<file path="config.mk">
export PLATFORM = sky130hd
export DESIGN_NAME = alu_share_arb
export DESIGN_NICKNAME = d
export VERILOG_FILES = /design/src/rtl/alu_share_arb_pkg.sv /design/src/rtl/alu_share_arb_alu.sv /design/src/rtl/alu_share_arb.sv
export SDC_FILE = /design/constraint.sdc
export NUM_CORES = 1
export LEC_CHECK = 0
export BUFFER_PORTS_ARGS = -buffer_cell sky130_fd_sc_hd__buf_2
export CORE_ASPECT_RATIO = 1.25
export CORE_MARGIN = 3
export CORE_UTILIZATION = 45
export CTS_BUF_LIST = sky130_fd_sc_hd__clkbuf_2 sky130_fd_sc_hd__clkbuf_4 sky130_fd_sc_hd__clkbuf_8
export CTS_CLUSTER_SIZE = 14
export DETAILED_ROUTE_END_ITERATION = 12
export PLACE_DENSITY_LB_ADDON = 0.05
export RECOVER_POWER = 100
export SYNTH_ARGS = -nofsm -noshare
export SYNTH_HDL_FRONTEND = slang
export SYNTH_SLANG_ARGS = --single-unit
</file>
<file path="constraint.sdc">
create_clock -name clk -period 5.3 [get_ports clk]
set_input_delay 0 -clock clk [delete_from_list [all_inputs] [get_ports clk]]
set_output_delay 0 -clock clk [all_outputs]
set_load 0.02 [all_outputs]
</file>
<file path="src/rtl/alu_share_arb_pkg.sv">
// Shared encodings and payload type for the two-requester ALU arbiter.
package alu_share_arb_pkg;

    localparam int unsigned XLEN = 32;
    localparam int unsigned F3_W = 3;
    localparam int unsigned F7_W = 7;
    localparam int unsigned NREQ = 2;

    localparam logic [F3_W-1:0] F3_ADD  = 3'b000;
    localparam logic [F3_W-1:0] F3_SL   = 3'b001;
    localparam logic [F3_W-1:0] F3_SLT  = 3'b010;
    localparam logic [F3_W-1:0] F3_SLTU = 3'b011;
    localparam logic [F3_W-1:0] F3_XOR  = 3'b100;
    localparam logic [F3_W-1:0] F3_SR   = 3'b101;
    localparam logic [F3_W-1:0] F3_OR   = 3'b110;
    localparam logic [F3_W-1:0] F3_AND  = 3'b111;

    localparam logic [F7_W-1:0] F7_BASE = 7'b0000000;
    localparam logic [F7_W-1:0] F7_ALT  = 7'b0100000;

    localparam logic REQ_EX  = 1'b0;
    localparam logic REQ_AUX = 1'b1;

    typedef struct packed {
        logic            op;
        logic            op_imm;
        logic [F3_W-1:0] funct3;
        logic [F7_W-1:0] funct7;
        logic [XLEN-1:0] a;
        logic [XLEN-1:0] b;
    } alu_req_t;

endpackage

</file>
<file path="src/rtl/alu_share_arb_alu.sv">
// Combinational integer ALU; result is meaningless for illegal encodings.
module alu_share_arb_alu
    import alu_share_arb_pkg::*;
(
    input  alu_req_t        req,
    output logic [XLEN-1:0] result_c
);

    logic shamt_big;

    // Full 32-bit b: any amount of 32 or more shifts everything out.
    assign shamt_big = |req.b[XLEN-1:5];

    always_comb begin
        result_c = '0;
        case (req.funct3)
            F3_ADD:  result_c = (!req.op_imm && req.funct7 == F7_ALT) ? req.a - req.b
                                                                      : req.a + req.b;
            F3_SL:   result_c = shamt_big ? '0 : req.a << req.b[4:0];
            F3_SLT:  result_c = XLEN'($signed(req.a) < $signed(req.b));
            F3_SLTU: result_c = XLEN'(req.a < req.b);
            F3_XOR:  result_c = req.a ^ req.b;
            F3_SR: begin
                if (req.funct7 == F7_ALT) begin
                    result_c = shamt_big ? {XLEN{req.a[XLEN-1]}}
                                         : XLEN'($signed(req.a) >>> req.b[4:0]);
                end else begin
                    result_c = shamt_big ? '0 : req.a >> req.b[4:0];
                end
            end
            F3_OR:   result_c = req.a | req.b;
            F3_AND:  result_c = req.a & req.b;
        endcase
    end

endmodule

</file>
<file path="src/rtl/alu_share_arb.sv">
// Arbitrates two requesters onto one ALU and registers the result into a
// one-entry tagged response slot with valid/ready on both sides.
module alu_share_arb
    import alu_share_arb_pkg::*;
#(
    parameter bit FIXED_PRIO = 1'b0
) (
    input  logic                       clk,
    input  logic                       rst_n,
    input  logic [NREQ-1:0]            req_valid,
    output logic [NREQ-1:0]            req_ready,
    input  logic [NREQ-1:0]            req_op,
    input  logic [NREQ-1:0]            req_op_imm,
    input  logic [NREQ-1:0][F3_W-1:0]  req_funct3,
    input  logic [NREQ-1:0][F7_W-1:0]  req_funct7,
    input  logic [NREQ-1:0][XLEN-1:0]  req_a,
    input  logic [NREQ-1:0][XLEN-1:0]  req_b,
    output logic                       rsp_valid,
    input  logic                       rsp_ready,
    output logic                       rsp_id,
    output logic [XLEN-1:0]            rsp_data,
    output logic                       rsp_err
);

    logic            rr_ptr;
    logic            can_accept_c;
    logic [NREQ-1:0] grant_c;
    logic            xfer_c;
    logic            win_c;
    logic            illegal_c;
    alu_req_t        sel_req_c;
    logic [XLEN-1:0] alu_result_c;

    // Grant: slot must be free or draining; both valid resolves by priority mode.
    always_comb begin
        grant_c      = '0;
        can_accept_c = !rsp_valid || rsp_ready;
        if (rst_n && can_accept_c) begin
            if (req_valid == 2'b11) begin
                grant_c = (FIXED_PRIO || !rr_ptr) ? 2'b01 : 2'b10;
            end else begin
                grant_c = req_valid;
            end
        end
    end

    assign req_ready = grant_c;
    assign xfer_c    = |(req_valid & grant_c);
    assign win_c     = grant_c[1];

    // Operand mux; an ungranted requester's payload never reaches the ALU.
    always_comb begin
        sel_req_c = '0;
        if (grant_c[0]) begin
            sel_req_c = '{op: req_op[0], op_imm: req_op_imm[0], funct3: req_funct3[0],
                          funct7: req_funct7[0], a: req_a[0], b: req_b[0]};
        end else if (grant_c[1]) begin
            sel_req_c = '{op: req_op[1], op_imm: req_op_imm[1], funct3: req_funct3[1],
                          funct7: req_funct7[1], a: req_a[1], b: req_b[1]};
        end
    end

    always_comb begin
        illegal_c = 1'b0;
        if (!sel_req_c.op) begin
            illegal_c = 1'b1;
        end else if (sel_req_c.funct3 == F3_ADD && !sel_req_c.op_imm &&
                     sel_req_c.funct7 != F7_BASE && sel_req_c.funct7 != F7_ALT) begin
            illegal_c = 1'b1;
        end else if (sel_req_c.funct3 == F3_SR &&
                     sel_req_c.funct7 != F7_BASE && sel_req_c.funct7 != F7_ALT) begin
            illegal_c = 1'b1;
        end
    end

    alu_share_arb_alu alu (
        .req      (sel_req_c),
        .result_c (alu_result_c)
    );

    // Response slot and round-robin pointer; pointer only moves on a transfer.
    always_ff @(posedge clk or negedge rst_n) begin
        if (!rst_n) begin
            rsp_valid <= 1'b0;
            rsp_id    <= REQ_EX;
            rsp_data  <= '0;
            rsp_err   <= 1'b0;
            rr_ptr    <= 1'b0;
        end else if (xfer_c) begin
            rsp_valid <= 1'b1;
            rsp_id    <= win_c;
            rsp_data  <= illegal_c ? '0 : alu_result_c;
            rsp_err   <= illegal_c;
            rr_ptr    <= ~win_c;
        end else if (rsp_ready) begin
            rsp_valid <= 1'b0;
        end
    end

endmodule

</file>
* Word level (Yosys, flattened, before mapping) *
Index checks and enable logic that the tools add are counted.

operators by class
  add/sub/neg operators = 2
  $lt $le $gt $ge = 2
  eq/ne operators = 10
  shift operators = 3
  muxes and demuxes = 17
  bitwise operators = 5
  reductions and logical operators = 15

operator list
  cell                                                    number
  one-hot mux 32 bit (8 select lines)                     1
  two-way mux 32 bit                                      6
  two-way mux 76 bit                                      2
  less-than comparator 32 bit                             2
  adder 32 bit                                            1
  AND 32 bit                                              1
  bitwise OR 32 bit                                       1
  << shifter 32 x 5 -> 32 bit                             1
  >> shifter 32 x 5 -> 32 bit                             1
  >>> shifter 32 x 5 -> 32 bit                            1
  subtractor 32 bit                                       1
  bitwise XOR 32 bit                                      1
  OR reduction 27 bit                                     1
  == test 3 bit (second input constant)                   4
  == test 7 x 6 -> 1 bit (second input constant)          1
  logical AND 1 bit                                       7
  inequality test 7 x 6 -> 1 bit (second input constant)  1
  nonzero test 7 bit                                      1
  == test 3 x 2 -> 1 bit (second input constant)          2
  two-way mux 2 bit                                       3
  two-way mux 1 bit                                       5
  == test 3 x 1 -> 1 bit (second input constant)          1
  logical NOT 3 bit                                       1
  AND 2 bit                                               1
  6 further kinds                                         7

word-level totals
  bits in registers = 36
  bits of input ports = 157
  output and inout bits = 37
  word-level logic and storage cells = 59

* Longest topological paths before layout *
  depth in word-level cells = 13
  gate-level depth with buffers = 20
  gate-level depth less buffers = 16

* By module *
From an unflattened synthesis, not the netlist that was laid out.

second synthesis, totals
  cells, all modules = 1554
  area total of the unflattened synthesis = 11434.7 sq um

modules (own cells, without submodules)
  module             times used  cells an instance  area an instance (sq um)  seq. area each (sq um)
  alu_share_arb_alu  1           1276               8901.0                    0.0
  alu_share_arb      1           278                2533.7                    900.9

* Worst setup path before layout *
OpenSTA, ideal clock, no wires.

  path kind = reg2reg
  start = register rsp_valid
  end = register rsp_data[28]
  setup time = 0.123 ns
  arrival = 4.472 ns
  required time = 5.177 ns
  slack = 0.705 ns
  stages on the path, launching flop included = 21
  buffers on the path = 5
  period minus slack after synthesis = 4.595 ns
  cell sequence = dfrtp_1 > nand2b_4 > nand4_2 > inv_2 > buf_6 > buf_6 > clkbuf_1 > clkbuf_1 > a22oi_1 > ha_1 > clkbuf_1 > nor2_1 > nand3_1 > or3_1 > a211oi_2 > o211ai_1 > a311oi_2 > a2111oi_0 > or4_1 > a21oi_1 > o21ai_1

between the ends
  word-level cells in the longest chain between the ends = 13

ends and longest elaborated chain
  element                                                               RTL line             RTL
  from (decl)                                                           alu_share_arb.sv:18  output logic rsp_valid,
  from (signal assigned)                                                alu_share_arb.sv:84  rsp_valid <= 1'b0;
  from (signal assigned)                                                alu_share_arb.sv:90  rsp_valid <= 1'b1;
  from (signal assigned)                                                alu_share_arb.sv:96  rsp_valid <= 1'b0;
  logical NOT 1 bit (*)                                                 alu_share_arb.sv:37  can_accept_c = !rsp_valid || rsp_ready;
  logical OR 1 bit (*)                                                  alu_share_arb.sv:37
  logical AND 1 bit (*)                                                 alu_share_arb.sv:38  if (rst_n && can_accept_c) begin
  two-way mux 2 bit (*)                                                 alu_share_arb.sv:38
  parallel branches: the longest is 9 deep, another holds adder 32 bit  -
  to (signal assigned)                                                  alu_share_arb.sv:92  rsp_data <= illegal_c ? '0 : alu_result_c;
  to (decl)                                                             alu_share_arb.sv:21  output logic [XLEN-1:0] rsp_data,

Every way passes the cells marked *.
A chain may end at the register's enable or synchronous reset.

* Worst setup path after layout *
  start = register rr_ptr
  end = register rsp_data[28]

between the ends
  word-level cells in the longest chain between the ends = 12

ends and longest elaborated chain
  element                                                               RTL line             RTL
  from (decl)                                                           alu_share_arb.sv:25  logic rr_ptr;
  from (signal assigned)                                                alu_share_arb.sv:94  rr_ptr <= ~win_c;
  two-way mux 2 bit (*)                                                 alu_share_arb.sv:40  grant_c = (FIXED_PRIO || !rr_ptr) ? 2'b01 : 2'b10;
  two-way mux 2 bit (*)                                                 alu_share_arb.sv:39  if (req_valid == 2'b11) begin
  two-way mux 2 bit (*)                                                 alu_share_arb.sv:38
  parallel branches: the longest is 9 deep, another holds adder 32 bit  -

Marks and branches as above.

==> flow_summary_export.csv <==
group,metric,value,unit
timing,worst_clock_skew,0.0129,ns
pwr,power_per_cell_area,207,nW/um^2
timing,max_freq,0.194,GHz
critical_path,critPathLaunchType,"flip-flop",
synthesis,largest_family_of_logic_cells_by_synthesized_area,"compound AO/OA/AOI/OAI gates",
timing,drv_slew,77,
clocking,cts_made_buffers,5,
critical_path,cpLargestDelayFamily,"compound AO/OA/AOI/OAI gates",
synthesis,synth_area_leaders,"sky130_fd_sc_hd__mux2i_1 (11%), sky130_fd_sc_hd__ha_1 (11%), sky130_fd_sc_hd__dfrtp_1 (7.9%)",
placement,place_hpwl,49000,um
run,timing.max_cap.violations,2,
synthesis,number_of_synthesized_flops_with_an_enable_pin,0,
synthesis,synthesis.nets,1877,
critical_path,timing.critical_path.arrival,5.39,ns
synthesis,yosys.area_share.simple,19.2,%
grt,grt_overflow,0,
synthesis,synthesis.area,11400,um^2
clocking,clkSlewWorstSetupHoldPaths,0.10,ns
grt,grt_pass1_vias,13800,
status,outcome,"finished with violations",
routing,antenna_violation_net_count_after_detailed_routing,0,
clocking,clock-root-buffer,"sky130_fd_sc_hd__clkbuf_8",
placement,postPlaceCellArea,12600,um^2
timing,timing.max_slew.rel_slack,-67.1,%
synthesis,synth-seq-area-share,7.89,%
die,die_w,148,um
die,fp.coreArea,24700,um^2
timing,layout_min_cycle_time,5.17,ns
placement,gpl_congestion,1.09,
critical_path,cpPeakStageDelay,0.61,ns
critical_path,critPathBufInv,4,
critical_path,ff2ff_setup_slack,0.13,ns
critical_path,timing.critical_path.required,5.52,ns
clocking,h_tree_lvls,2,
clocking,cts-root-to-sink-buffers,2,
timing,final_hold_viol_count,0,
clocking,cts_tree,"yes",
worst_hold_path,min_from,"req_valid[1]",
clocking,cts_num_sinks,36,
critical_path,timing.rr.start,"rr_ptr",
die,floorplan.io_pins,194,
critical_path,worstRegToRegCells,18,
grt,global_route.usage.total,43.7,%
synthesis,synth_ff_type,"sky130_fd_sc_hd__dfrtp_1",
synthesis,synth_top_cell_by_area,"sky130_fd_sc_hd__mux2i_1",
timing,setup-violations-final,0,
synthesis,netlist-cell-type-count,94,
routing,drt-pass1-iter-count,10,
synthesis,synth_area_in_xor_xnor,2.23,%
synthesis,yosysWarningCount,0,
die,initial_utilization,46.1,%
grt,grt_start_max_net_pins,60,
final_layout,post-route-cell-area,12700,um^2
routing,detail_route.vias_per_cell,7.08,
routing,post-route-drc-count,0,
synthesis,syn_avg_cell_area,7.03,um^2
synthesis,synth.top_cell.area_share,11.4,%
grt,antenna_found_initial,2,
critical_path,cp_max_fo,22,
placement,numPortBuffers,193,
timing,period_share,97.5,%
routing,wire_per_inst,30.0,um
final_layout,nets,2008,
die,floorplan_die_height,184,um
timing,finalSetupTns,0,ns
final_layout,final_layout_size_suffix_gt1_share,16.3,%
critical_path,crit_path_start,"rr_ptr",
routing,route.final.wire_length,62500,um
critical_path,setup.worst_path.class,"reg2reg",
synthesis,synth_compound_gate_area_share,37.6,%
final_layout,layout_common_cells,"sky130_fd_sc_hd__buf_2 (158), sky130_fd_sc_hd__nand2_1 (137), sky130_fd_sc_hd__a21oi_1 (137)",
timing,unrepaired_setup_endpoints_after_global_routing,"false",
synthesis,synthAdderAreaFrac,10.6,%
die,floorplan.die_area,27300,um^2
critical_path,critical_path.endpoint_type,"flip-flop",
final_layout,syn_to_final_growth,11.0,%
routing,dr.first_iter.drc_count,2211,
clocking,clkLatencyLatePin,0.34,ns
worst_hold_path,hold_end,"rsp_id",
worst_hold_path,hold_depth,3,
status,violations_in_the_final_reports,"capacitance limit, slew limit",
synthesis,synth.ff_latch_count,36,
critical_path,worst_r2r_endpoint,"rsp_data[28]",
pwr,ir_drop,97.3,uV
synthesis,synth_mux_area_share,13.8,%
synthesis,async_flop_share,100,%
timing,tightestPinTransition,2.51,ns
synthesis,synthesis.instances,1623,
critical_path,worstPathCellList,"nand2b_1, nand4_2, inv_2, buf_12, a22oi_4, buf_4, inv_2, ha_1, a21o_1, or4_1, a211oi_1, a211oi_1, o211ai_1, a311oi_1, a2111oi_0, o31ai_1, a21oi_1, o21ai_1",
grt,grt_pass1_wl,89700,um
final_layout,num_antenna_cells,0,
routing,total_via_count_in_the_routed_design,14700,
final_layout,commonest_non_fill_non_tap_cell_in_the_layout,"sky130_fd_sc_hd__buf_2",
critical_path,critical-path-slowest-cell,"sky130_fd_sc_hd__a2111oi_0",
worst_hold_path,hold_path.class,"in2reg",
pwr,leakage,5.72,nW
die,fp-row-count,64,
-- final cells by class --
cell class / count / area (um^2)
fill: 2549 / 12100
multi-input combinational: 1362 / 9510
timing repair buffer: 247 / 1350
sequential: 36 / 901
tap: 330 / 413
inverter: 102 / 388
clock buffer: 7 / 96.3
-- kinds of logic (layout without fill, tap and decap cells) --
family,after synthesis,in the layout
muxes,153,153
and+or+nand+nor,457,457
DFF,36,36
adders and majority gates,97,97
xor gates and xnor gates,29,29
AOI/OAI and AO/OA,626,626
buffers and inverters,225,356
-- state kept, by name (all words and copies together), names as in the netlist --
register and flops:
rsp_data 32, rr_ptr 1, rsp_err 1, rsp_id 1, rsp_valid 1
-- tightest hold or removal path: cells and delay by family --
| family | cells | cell delay [ns] |
|---|---|---|
| buf+inv | 1 | 0.15 |
| simple gates | 2 | 0.24 |
-- per-stage QoR --
step / hold WS, ns / util (%) / total power (W) / setup WS, ns / instances
finish: 0.0848 / 51.2 / 0.00262 / 0.134 / 2084
global route: 0.102 / 51.2 / 0.00271 / 0.0155 / 2084
CTS: 0.0864 / 51.5 / 0.00253 / 0.246 / 2084
detailed placement: -0.0868 / 51.0 / 0.00228 / 0.290 / 2075
global placement: -0.0889 / 51.0 / 0.00228 / 0.272 / 2075
floorplan: -0.296 / - / 0.00158 / 0.705 / 1623
-- power by group --
| group | internal (W) | switching (W) |
|---|---|---|
| Clock | 0.000117 | 0.000140 |
| Sequential | 0.000322 | 0.0000533 |
| Combinational | 0.000625 | 0.00136 |
| Total | 0.00106 | 0.00155 |
-- cell usage after synthesis (22+ instances only) --
library cell / n
sky130_fd_sc_hd__a31oi_1: 31
sky130_fd_sc_hd__nand2_1: 137
sky130_fd_sc_hd__nor3_1: 36
sky130_fd_sc_hd__xnor2_1: 22
sky130_fd_sc_hd__ha_1: 97
sky130_fd_sc_hd__inv_1: 84
sky130_fd_sc_hd__o21ai_0: 122
sky130_fd_sc_hd__a22oi_1: 35
sky130_fd_sc_hd__o211ai_1: 39
sky130_fd_sc_hd__a22o_1: 39
sky130_fd_sc_hd__mux2i_1: 130
sky130_fd_sc_hd__a21oi_1: 138
sky130_fd_sc_hd__buf_2: 38
sky130_fd_sc_hd__nand3_1: 35
sky130_fd_sc_hd__dfrtp_1: 36
sky130_fd_sc_hd__clkbuf_1: 59
sky130_fd_sc_hd__nor2_1: 132
-- worst max path at each step --
stage                         to  depth (start not counted)
floorplan           rsp_data[28]                         20
global placement     rsp_data[0]                         16
detailed placement   rsp_data[0]                         16
CTS                 rsp_data[27]                         16
global route         rsp_data[0]                         16
finish              rsp_data[28]                         18
-- timing repair --
action,CTS,global route
setup buffers,0,0
endpoints found under the hold margin,3,0
gates resized for setup,0,3
setup endpoints to repair,0,2
hold buffers,2,0
-- metal layers --
| metal | up-vias | share of wire [%] | track usage [%] |
|---|---|---|---|
| li1 | 6346 | - | - |
| met4 | 2 | 6.9 | 22.9 |
| met1 | 6981 | 39 | 58.1 |
| met2 | 1175 | 42 | 65.5 |
| met3 | 243 | 12 | 10.3 |
| met5 | - | 0.021 | 0 |
No activity file was read; power rests on OpenSTA's default activity.
